==> src/rtl/decode_stage.sv <==
// RV32/RV64 subset decode stage: one output register with valid/ready handshake,
// plus load-use hazard detection that inserts a configurable number of bubbles.
module decode_stage #(
    parameter int XLEN             = 32,
    parameter int LOAD_USE_BUBBLES = 1
) (
    input  logic            clk,
    input  logic            rst_n,
    input  logic            flush,
    input  logic            in_valid,
    output logic            in_ready,
    input  logic [31:0]     inst_in,
    input  logic [XLEN-1:0] pc_in,
    output logic            out_valid,
    input  logic            out_ready,
    output logic [4:0]      rs1_out,
    output logic [4:0]      rs2_out,
    output logic [4:0]      rd_out,
    output logic [XLEN-1:0] imm_out,
    output logic [3:0]      alu_op,
    output logic            reg_we,
    output logic            mem_re,
    output logic            mem_we,
    output logic            src_b_imm,
    output logic            illegal,
    output logic [2:0]      mem_size,
    output logic [XLEN-1:0] pc_out
);

    localparam logic [6:0] OP_IMM   = 7'b0010011;
    localparam logic [6:0] OP_LOAD  = 7'b0000011;
    localparam logic [6:0] OP_REG   = 7'b0110011;
    localparam logic [6:0] OP_STORE = 7'b0100011;
    localparam logic [6:0] OP_LUI   = 7'b0110111;

    localparam logic [3:0] ALU_ADD   = 4'd0;
    localparam logic [3:0] ALU_SUB   = 4'd1;
    localparam logic [3:0] ALU_AND   = 4'd2;
    localparam logic [3:0] ALU_OR    = 4'd3;
    localparam logic [3:0] ALU_XOR   = 4'd4;
    localparam logic [3:0] ALU_SLL   = 4'd5;
    localparam logic [3:0] ALU_SRL   = 4'd6;
    localparam logic [3:0] ALU_SRA   = 4'd7;
    localparam logic [3:0] ALU_SLT   = 4'd8;
    localparam logic [3:0] ALU_SLTU  = 4'd9;
    localparam logic [3:0] ALU_PASSB = 4'd10;

    localparam logic [1:0] BUBBLES = 2'(LOAD_USE_BUBBLES);

    function automatic logic [3:0] alu_from_funct3(input logic [2:0] f3,
                                                   input logic       alt,
                                                   input logic       allow_sub);
        logic [3:0] op;
        op = ALU_ADD;
        case (f3)
            3'b000:  op = (allow_sub && alt) ? ALU_SUB : ALU_ADD;
            3'b001:  op = ALU_SLL;
            3'b010:  op = ALU_SLT;
            3'b011:  op = ALU_SLTU;
            3'b100:  op = ALU_XOR;
            3'b101:  op = alt ? ALU_SRA : ALU_SRL;
            3'b110:  op = ALU_OR;
            default: op = ALU_AND;
        endcase
        return op;
    endfunction

    logic [6:0]      opcode;
    logic [2:0]      funct3;
    logic [4:0]      f_rs1, f_rs2, f_rd;
    logic [XLEN-1:0] i_imm, s_imm, u_imm;

    assign opcode = inst_in[6:0];
    assign funct3 = inst_in[14:12];
    assign f_rd   = inst_in[11:7];
    assign f_rs1  = inst_in[19:15];
    assign f_rs2  = inst_in[24:20];
    assign i_imm  = XLEN'($signed(inst_in[31:20]));
    assign s_imm  = XLEN'($signed({inst_in[31:25], inst_in[11:7]}));
    assign u_imm  = XLEN'($signed({inst_in[31:12], 12'b0}));

    logic [4:0]      rs1_next, rs2_next, rd_next;
    logic [XLEN-1:0] imm_next;
    logic [3:0]      alu_op_next;
    logic            reg_we_next, mem_re_next, mem_we_next, src_b_imm_next, illegal_next;
    logic [2:0]      mem_size_next;
    logic            uses_rs1, uses_rs2, is_load;

    // Fields an instruction does not use are forced to zero so downstream never sees stale indices.
    always_comb begin
        rs1_next       = '0;
        rs2_next       = '0;
        rd_next        = '0;
        imm_next       = '0;
        alu_op_next    = ALU_ADD;
        reg_we_next    = 1'b0;
        mem_re_next    = 1'b0;
        mem_we_next    = 1'b0;
        src_b_imm_next = 1'b0;
        illegal_next   = 1'b0;
        mem_size_next  = '0;
        uses_rs1       = 1'b0;
        uses_rs2       = 1'b0;
        is_load        = 1'b0;
        case (opcode)
            OP_IMM: begin
                alu_op_next    = alu_from_funct3(funct3, inst_in[30], 1'b0);
                reg_we_next    = 1'b1;
                src_b_imm_next = 1'b1;
                rs1_next       = f_rs1;
                rd_next        = f_rd;
                imm_next       = i_imm;
                uses_rs1       = 1'b1;
            end
            OP_LOAD: begin
                reg_we_next    = 1'b1;
                mem_re_next    = 1'b1;
                src_b_imm_next = 1'b1;
                mem_size_next  = funct3;
                rs1_next       = f_rs1;
                rd_next        = f_rd;
                imm_next       = i_imm;
                uses_rs1       = 1'b1;
                is_load        = 1'b1;
            end
            OP_REG: begin
                alu_op_next = alu_from_funct3(funct3, inst_in[30], 1'b1);
                reg_we_next = 1'b1;
                rs1_next    = f_rs1;
                rs2_next    = f_rs2;
                rd_next     = f_rd;
                uses_rs1    = 1'b1;
                uses_rs2    = 1'b1;
            end
            OP_STORE: begin
                mem_we_next    = 1'b1;
                src_b_imm_next = 1'b1;
                mem_size_next  = funct3;
                rs1_next       = f_rs1;
                rs2_next       = f_rs2;
                imm_next       = s_imm;
                uses_rs1       = 1'b1;
                uses_rs2       = 1'b1;
            end
            OP_LUI: begin
                alu_op_next    = ALU_PASSB;
                reg_we_next    = 1'b1;
                src_b_imm_next = 1'b1;
                rd_next        = f_rd;
                imm_next       = u_imm;
            end
            default: illegal_next = 1'b1;
        endcase
    end

    logic            out_valid_reg;
    logic [4:0]      rs1_reg, rs2_reg, rd_reg;
    logic [XLEN-1:0] imm_reg, pc_reg;
    logic [3:0]      alu_op_reg;
    logic            reg_we_reg, mem_re_reg, mem_we_reg, src_b_imm_reg, illegal_reg;
    logic [2:0]      mem_size_reg;
    logic [4:0]      last_load_rd_reg;
    logic [1:0]      bubble_cnt_reg;

    logic hazard, slot_free, accept, rs1_hit, rs2_hit;

    // last_load_rd is never x0, so a zero source index cannot match and x0 never stalls.
    assign rs1_hit   = uses_rs1 && (f_rs1 == last_load_rd_reg);
    assign rs2_hit   = uses_rs2 && (f_rs2 == last_load_rd_reg);
    assign hazard    = in_valid && (last_load_rd_reg != 5'd0) && (rs1_hit || rs2_hit)
                       && (bubble_cnt_reg < BUBBLES);
    assign slot_free = !out_valid_reg || out_ready;
    assign in_ready  = rst_n && slot_free && !hazard && !flush;
    assign accept    = in_valid && in_ready;

    always_ff @(posedge clk or negedge rst_n) begin
        if (!rst_n) begin
            out_valid_reg    <= 1'b0;
            rs1_reg          <= '0;
            rs2_reg          <= '0;
            rd_reg           <= '0;
            imm_reg          <= '0;
            pc_reg           <= '0;
            alu_op_reg       <= '0;
            reg_we_reg       <= 1'b0;
            mem_re_reg       <= 1'b0;
            mem_we_reg       <= 1'b0;
            src_b_imm_reg    <= 1'b0;
            illegal_reg      <= 1'b0;
            mem_size_reg     <= '0;
            last_load_rd_reg <= '0;
            bubble_cnt_reg   <= '0;
        end else if (flush) begin
            out_valid_reg    <= 1'b0;
            last_load_rd_reg <= '0;
            bubble_cnt_reg   <= '0;
        end else if (accept) begin
            out_valid_reg    <= 1'b1;
            rs1_reg          <= rs1_next;
            rs2_reg          <= rs2_next;
            rd_reg           <= rd_next;
            imm_reg          <= imm_next;
            pc_reg           <= pc_in;
            alu_op_reg       <= alu_op_next;
            reg_we_reg       <= reg_we_next;
            mem_re_reg       <= mem_re_next;
            mem_we_reg       <= mem_we_next;
            src_b_imm_reg    <= src_b_imm_next;
            illegal_reg      <= illegal_next;
            mem_size_reg     <= mem_size_next;
            last_load_rd_reg <= (is_load && f_rd != 5'd0) ? f_rd : 5'd0;
            bubble_cnt_reg   <= '0;
        end else begin
            if (out_ready) begin
                out_valid_reg <= 1'b0;
            end
            // Bubbles only count when the slot could otherwise have taken the instruction.
            if (hazard && slot_free) begin
                bubble_cnt_reg <= bubble_cnt_reg + 2'd1;
            end
        end
    end

    assign out_valid = out_valid_reg;
    assign rs1_out   = rs1_reg;
    assign rs2_out   = rs2_reg;
    assign rd_out    = rd_reg;
    assign imm_out   = imm_reg;
    assign pc_out    = pc_reg;
    assign alu_op    = alu_op_reg;
    assign reg_we    = reg_we_reg;
    assign mem_re    = mem_re_reg;
    assign mem_we    = mem_we_reg;
    assign src_b_imm = src_b_imm_reg;
    assign illegal   = illegal_reg;
    assign mem_size  = mem_size_reg;

endmodule

==> config.mk <==
export PLATFORM = sky130hd
export DESIGN_NAME = decode_stage
export DESIGN_NICKNAME = d
export VERILOG_FILES = /design/src/rtl/decode_stage.sv
export SDC_FILE = /design/constraint.sdc
export NUM_CORES = 1
export LEC_CHECK = 0
export BUFFER_PORTS_ARGS = -buffer_cell sky130_fd_sc_hd__buf_2
export CAP_MARGIN = 10
export CELL_PAD_IN_SITES_DETAIL_PLACEMENT = 2
export CELL_PAD_IN_SITES_GLOBAL_PLACEMENT = 2
export CORE_MARGIN = 2
export CORE_UTILIZATION = 31
export CTS_CLUSTER_DIAMETER = 150
export DETAILED_ROUTE_END_ITERATION = 12
export GPL_ROUTABILITY_DRIVEN = 1
export GPL_TIMING_DRIVEN = 1
export PLACE_DENSITY_LB_ADDON = 0.1
export SYNTH_ARGS = -nofsm -noshare
export SYNTH_HDL_FRONTEND = slang
export SYNTH_SLANG_ARGS = --single-unit
==> constraint.sdc <==
create_clock -name clk -period 2.2 [get_ports clk]
set_input_delay 0.22 -clock clk [delete_from_list [all_inputs] [get_ports clk]]
set_output_delay 0.22 -clock clk [all_outputs]
set_load 0.02 [all_outputs]
Word-level counts from Yosys, hierarchy flattened. Cells that the tools add are included.

Register bits: 99. Input bits: 69. Output and inout bits: 93. Logic and storage cells: 87.

Add/sub/neg operators: 1. Order comparisons: 1. Equality and inequality tests: 13. Mux-type cells: 26. Bitwise logic cells: 1. Reduce and logical (&&, ||, !) cells: 30.

Operators with widths (count): $pmux 32 s3 (1); $pmux 4 s7 (2); $mux 5 (6); $eq 7x6->1 const B (3); $mux 1 (12); $pmux 4 s3 (1); $reduce_or 4->1 (3); $logic_and 1x1->1 (11); $eq 5x5->1 (2); $reduce_bool 5->1 (2); $eq 3x3->1 const B (3); $eq 7x2->1 const B (1); $eq 7x5->1 const B (1); $eq 3x2->1 const B (2); $mux 2 (3); $reduce_bool 3->1 (2); $reduce_or 2->1 (3); $reduce_or 5->1 (1); $eq 3x1->1 const B (1); $logic_not 1->1 (3); $logic_not 3->1 (1); $mux 3 (1); $add 2x1->2 const B (1); $logic_or 1x1->1 (2); 4 further kinds (4).

Depth between registers and ports, before layout. Gate-level depths: netlist of run 1.

Depth in word-level cells: 13. Gate-level depth with buffers: 8. Gate-level depth less buffers: 6.

Worst setup path before layout of run 1. No wires, ideal clock.

Kind: register to output. Start: reg last_load_rd_reg[0]. End: out in_ready. Arrival: 1.936 ns. Required time: 1.980 ns. Setup slack: 0.044 ns. Cell stages (with the launch flop): 6. Path buffers: 0. Path through: dfrtp_1 -> or4_1 -> nor2_1 -> or3_4 -> nor2_1 -> nor4b_1.

Cells in the longest elaborated chain, start to end: 8. Elaborated cells between the ends (all ways): 12.

Ends and longest elaborated chain: start, declared (RTL line 162) `logic [4:0] last_load_rd_reg;`; start signal, assigned (RTL line 211) `last_load_rd_reg <= (is_load && f_rd != 5'd0) ? f_rd : 5'd0;`; $eq 5x5->1 (on tied branches) (RTL line 168, 169); $logic_and 1x1->1 (on tied branches) (RTL line 168, 169); $logic_or 1x1->1 (RTL line 170) `assign hazard = in_valid && (last_load_rd_reg != 5'd0) && (rs1_hit || rs2_hit)`; $logic_and 1x1->1 * (RTL line 170); $logic_and 1x1->1 * (RTL line 171) `&& (bubble_cnt_reg < BUBBLES);`; $logic_not 1->1 * (RTL line 173) `assign in_ready = rst_n && slot_free && !hazard && !flush;`; $logic_and 1x1->1 * (2 in a row) (RTL line 173); end, declared (RTL line 11) `output logic in_ready,`.

Every way passes the cells marked *; elsewhere a longest branch is shown, timed or not.

Worst setup path in the final report of run 1.
Start: reg last_load_rd_reg[4]. End: reg pc_reg[31], in the netlist pc_out[31].

Cells in the longest elaborated chain, start to end: 10. Elaborated cells between the ends (all ways): 14.

Ends and longest elaborated chain: $eq 5x5->1 (on tied branches) (RTL line 168, 169); $logic_and 1x1->1 (on tied branches) (RTL line 168, 169); $logic_or 1x1->1 (RTL line 170); $logic_and 1x1->1 * (RTL line 170); $logic_and 1x1->1 * (RTL line 171); $logic_not 1->1 * (RTL line 173); $logic_and 1x1->1 * (2 in a row) (RTL line 173); $logic_and 1x1->1 * (RTL line 174) `assign accept = in_valid && in_ready;`; $reduce_and 2->1 (no source line) *; end signal, assigned (RTL line 203) `pc_reg <= pc_in;`; end, declared (RTL line 158) `logic [XLEN-1:0] imm_reg, pc_reg;`.

Marked as above. A chain may end at the register's enable or synchronous reset.

==> results of run 1 <==
## critical path, delay by kind of cell (launching register included)
kind,cells,cell delay [ns]
xor+xnor,1,0.16
flops,1,0.45
simple gates,1,0.30
compound gates,2,0.43
mux,1,0.29
buf+inv,3,0.49
## synth_stat cells, drive strengths merged (2+ instances only)
library cell  number  area (um2)
nand3b             2        15.0
nand3              5        25.0
nand2             28         105
nand2b             7        43.8
clkbuf            12        46.3
nor2b              8        50.1
mux2              46         604
or4                2        15.0
or3b               2        17.5
mux2i             50         500
buf               10        71.3
dfrtp             99        2480
nor2              13        48.8
o21ai              6        33.8
inv               48         180
or3                2        17.5
a21oi             25         125
nor3               2        10.0
a211oi             2        15.0
xor2               9        78.8
nor4b              2        23.8
## per-layer routing
layer	track usage	wire, um	share of wire
met1	0.228	6110	0.42
met2	0.299	7460	0.52
met3	0.0467	720	0.050
met4	0.0556	173	0.012
met5	0	0	0
## cell usage in the layout, fill, tap and decap left out, types with 5 or more instances in the layout
cell | netlist | final
nand2b_1 | 7 | 7
mux2i_1 | 50 | 50
xor2_1 | 9 | 7
buf_12 | 0 | 5
clkbuf_16 | 0 | 14
buf_4 | 1 | 23
nor2b_1 | 8 | 8
mux2_4 | 23 | 23
mux2_2 | 23 | 23
nand2_1 | 28 | 28
nor2_1 | 13 | 11
inv_1 | 48 | 48
buf_2 | 6 | 159
a21oi_1 | 25 | 25
o21ai_0 | 5 | 5
nand3_1 | 5 | 5
dfrtp_1 | 99 | 97
## metrics by stage
| step | total power [mW] | hold WS [ns] |
|---|---|---|
| detailed placement | 2.86 | 0.436 |
| floorplan | 2.51 | -0.0756 |
| global route | 4.82 | 0.0674 |
| CTS | 4.66 | 0.0544 |
| finish | 4.62 | 0.0158 |
| global placement | 2.84 | 0.429 |
## power groups by stage
stage,sequential (mW),clock (mW),combinational [mW]
final,2.04,1.77,0.816
after CTS,2.04,1.82,0.793
after floorplan,2.25,0,0.251
after global placement,2.07,0,0.768
after detailed placement,2.07,0,0.787
after global routing,2.06,1.88,0.877
## how the worst min path moves through the flow
| stage | end | cells after the start | from |
|---|---|---|---|
| after floorplan | alu_op[0] | 0 | rst_n |
| after global placement | imm_out[18] | 2 | rst_n |
| after detailed placement | imm_out[18] | 2 | rst_n |
| after CTS | imm_out[18] | 2 | rst_n |
| after global routing | imm_out[15] | 2 | rst_n |
| final | imm_out[15] | 2 | rst_n |
## cells by family (layout without fill, tap and decap cells)
group | after synthesis | count (layout) | share of synthesized area
compound gates | 39 | 39 | 0.0481
buf+inv | 70 | 258 | 0.0644
flops | 99 | 99 | 0.535
simple gates | 79 | 79 | 0.0917
mux | 96 | 96 | 0.239
xor+xnor | 10 | 10 | 0.0189
fa+ha+maj | 1 | 1 | 0.00270
## what timing repair did
item | in CTS | in global routing
cloned | 0 | 5
resized for setup | 7 | 13
hold buffers | 0 | 0
pin swaps | 5 | 4
buffers inserted | 4 | 5
endpoints found under the setup margin | 1 | 83
## area by class of cell
type | instances | area [um2] | share of cell area
repair buffers | 194 | 1230 | 0.193
clock inverters | 4 | 72.6 | 0.0114
clock buffers | 12 | 256 | 0.0402
inverters | 48 | 180 | 0.0283
multi-input cells | 225 | 1930 | 0.302
flip-flops and latches | 99 | 2480 | 0.389
well taps | 184 | 230 | 0.0361
==> flow_summary.ini, run 1 <==
[power_and_ir_drop]
power.switching_mw = 1.25
internal-power_mw = 3.38
switching_share = 0.269
power.density_nw_per_um2 = 725
vdd_drop_max_uv = 382
clockPowerShare = 0.382
power.leakage_nw = 3.10
power_frac_seq = 0.441
p_comb_frac = 0.176

[synthesis]
syn-instance-count = 394
syn-num-nets = 464
yosys_warnings = 0
yosysUniqueCellTypes = 43
async_reset_ff_frac = 1.00
avgSynthCellArea_um2 = 11.7
ys.flop_type = dfrtp_1
synth_edf_count = 0
synth-seq-cells = 99
seq_area_frac_synth = 0.535
syn_area_um2 = 4630

[worst_setup_path]
worstReg2RegEnd = pc_out[31]
endpoint = pc_out[31]
critPathSlowestCell = dfrtp_2
crit_type = reg -> reg
critPathLaunch = last_load_rd_reg[4]
required_ns = 2.44
rrSetupSlack_ns = -0.03
rr_startpoint = last_load_rd_reg[4]
start_kind = flop
slowest_delay_ns = 0.45
critPathCaptureType = flop
path_cells = xor2_2 -> nor4_2 -> a32oi_2 -> buf_4 -> o21a_4 -> buf_12 -> clkbuf_16 -> mux2_4
r2r_cells = 8
cp.arrival_ns = 2.47
cp_max_fo = 6

[final_layout]
area_delta_synth_final_pct = 37.8
n_antenna_cell = 0
n_fill_cell = 1547
fin_area_um2 = 6380
drive_gt1_frac = 0.466
fin_nets = 647
instances_no_fill = 766
final_core_util = 0.439

[place]
dp_slack_ns = 0.0398
place_congestion = 0.755
detailed_place_hpwl_mm = 9.98
placed_area_um2 = 5740
io_buffers = 161
dp_cells = 736

[flow_run]
cap_violations = 0

[cts]
cts_sinks = 99
numCtsBuffers = 9
cts_tree = yes
clock_latency_ns = 0.36
clockBufferDepth = 2
root_buffer = clkbuf_16
clk_pin_slew_ns = 0.07
cts.htree.levels = 3

[sta]
drv_slew = 0
fmax_mhz = 449
fin_skew_ns = 0.00841
fin_crit_ns = 2.23
rsz0062_at_grt = yes
setup_slack_ns = -0.0294
finalSetupViolations = 15
tightest_slew_ns = 0.686
finalSetupTns_ns = -0.177
period_share = 1.01
slew_headroom = 0.543
hold_viol = 0

[floorplan]
io-pin-count = 162
start_util = 0.318
die_y_um = 126
core_area_um2 = 14500
rows = 44
die-area_um2 = 15900
die_w_um = 126

[detailed_routing]
drt-initial-drc-count = 133
drtPass1Iterations = 4
vias_per_cell = 4.71
avgRoutedWirePerCell_um = 18.9
drc = 0
vias = 3609
ant_nets = 0
finalWirelength_mm = 14.5

[grt]
grt_pass1_vias = 3904
grt_overflow = 0
grt_pass1_wl_mm = 22.3
track_usage = 0.179
grt_max_degree = 54
antenna_found_initial = 0

[status]
violations = setup timing
status = finished with violations

[hold_path]
hold_class = in -> async
(Power assumes the default switching activity.)
==> run 2, diff against run 1 <==
--- a/config.mk
+++ b/config.mk
@@ -19,3 +19,4 @@
 export SYNTH_ARGS = -nofsm -noshare
 export SYNTH_HDL_FRONTEND = slang
 export SYNTH_SLANG_ARGS = --single-unit
+export TNS_END_PERCENT = 10
==> run 2 against run 1 <==
Compared with the run above:
- the run still ends with setup timing left
- sequential share of layout area about the same
- register-to-register slack about the same
- worst hold slack improved by 0.0031 ns
- power increased by 0.85%
- final cell count decreased by 0.26%
- fmax increased by 0.32%
==> flow_summary.ini, run 2 (synthesis gave the netlist of run 1 again) <==
[status]
status = finished with violations
violations = setup timing

[final_layout]
fin_nets = 645
final_core_util = 0.438
fin_area_um2 = 6370
drive_gt1_frac = 0.464
final_common_cell = buf_2
instances_no_fill = 764
area_delta_synth_final_pct = 37.7
final_cell_mix = 159 x buf_2, 97 x dfrtp_1, 50 x mux2i_1
n_antenna_cell = 0

[grt]
grt_pass1_wl_mm = 22.3
antenna_found_initial = 0
track_usage = 0.179
grt_overflow = 0
grt_max_degree = 54
grt_pass1_vias = 3904

[sta]
fmax_mhz = 450
drv_slew = 0
fin_crit_ns = 2.22
rsz0062_at_grt = yes
slew_headroom = 0.534
finalSetupTns_ns = -0.106
hold_viol = 0
finalSetupViolations = 8
fin_skew_ns = 0.00655
hold_slack_ns = 0.0189
tightest_slew_ns = 0.699
period_share = 1.01
setup_slack_ns = -0.0222

[detailed_routing]
met3_length_um = 727
avgRoutedWirePerCell_um = 19.1
vias_per_cell = 4.71
ant_nets = 0
vias = 3598
drt-initial-drc-count = 135
drc = 0
wl_met1_mm = 6.25
wl_met2_mm = 7.39
routed.top_layer = met4
drtPass1Iterations = 4
finalWirelength_mm = 14.6

[flow_run]
cap_violations = 0

[floorplan]
die-area_um2 = 15900
io-pin-count = 162
start_util = 0.318
core_area_um2 = 14500
die_y_um = 126
rows = 44
die_w_um = 126

[worst_setup_path]
path_cells = xor2_2 -> nor4_2 -> a32oi_2 -> buf_4 -> o21a_4 -> buf_12 -> clkbuf_16 -> mux2_4
crit_buf_inv = 3
crit_family = buffers and inverters
slowest_delay_ns = 0.45
start_kind = flop
cp_max_fo = 6
critPathSlowestCell = dfrtp_2
r2r_cells = 8
cp.depth = 8
cp.arrival_ns = 2.46
critPathCaptureType = flop
crit_type = reg -> reg
required_ns = 2.44

[cts]
cts.htree.levels = 3
holdBufCountCts = 0
cts_tree = yes
numCtsBuffers = 9
clock_latency_ns = 0.36
clk_pin_slew_ns = 0.07
root_buffer = clkbuf_16
clockBufferDepth = 2
cts_sinks = 99

[place]
dp_slack_ns = 0.0398
dp_cells = 736
io_buffers = 161
place_congestion = 0.755
detailed_place_hpwl_mm = 9.98
placed_area_um2 = 5740

[hold_path]
hold_class = in -> async

[power_and_ir_drop]
fin_total_pwr_mw = 4.66
power.leakage_nw = 3.12
vdd_drop_max_uv = 383
power.density_nw_per_um2 = 732
-- run 2: cell count changes in the layout (fill, tap and decap cells not counted) --
cell / delta
mux2_4: +13
mux2_2: -13
buf_6: +1
clkbuf_16: -1
buf_12: -2
-- run 2: timing repair --
action                                  4_1_cts  5_1_grt
resized for setup                             7       24
setup buffers                                 4        4
endpoints found under the setup margin        1       83
pin swaps                                     5        4
gates cloned                                  0        4
-- run 2: area by class of cell --
cell class,instances,area (um2)
multi-input cells,225,1970
clock buffers,12,256
fillers,1545,8160
well taps,184,230
flip-flops and latches,99,2480
repair buffers,192,1180
clock inverters,4,72.6
inverters,48,180
-- run 2: routing by layer --
metal	up-vias	track usage
met5	-	0
met4	0	0.0556
met3	16	0.0467
met2	90	0.299
met1	1830	0.228
li1	1662	-
-- run 2: worst reg2reg max path, cell delays in order, from the launching register on --
cell and delay [ns]:
dfrtp_2 0.45, xor2_2 0.16, nor4_2 0.30, a32oi_2 0.18, buf_4 0.17, o21a_4 0.25, buf_12 0.16, clkbuf_16 0.16
mux2_4 0.29
-- run 2: worst paths after layout --
| path | start | endpoint | slack (ns) |
|---|---|---|---|
| setup / recovery | last_load_rd_reg[4] | pc_out[31] | -0.02 |
| hold / removal | rst_n | imm_out[20] | 0.02 |
| setup reg to reg | last_load_rd_reg[4] | pc_out[31] | -0.02 |
| hold reg to reg | pc_out[18] | pc_out[18] | 0.51 |
| max in group asynchronous | rst_n | last_load_rd_reg[4] | 1.03 |
| min in group clk | pc_in[27] | pc_out[27] | 0.09 |
-- run 2: power breakdown --
part	internal, mW	total, mW	switching (mW)
clock network	1.06	1.78	0.720
logic	0.375	0.841	0.465
registers	1.97	2.04	0.0798
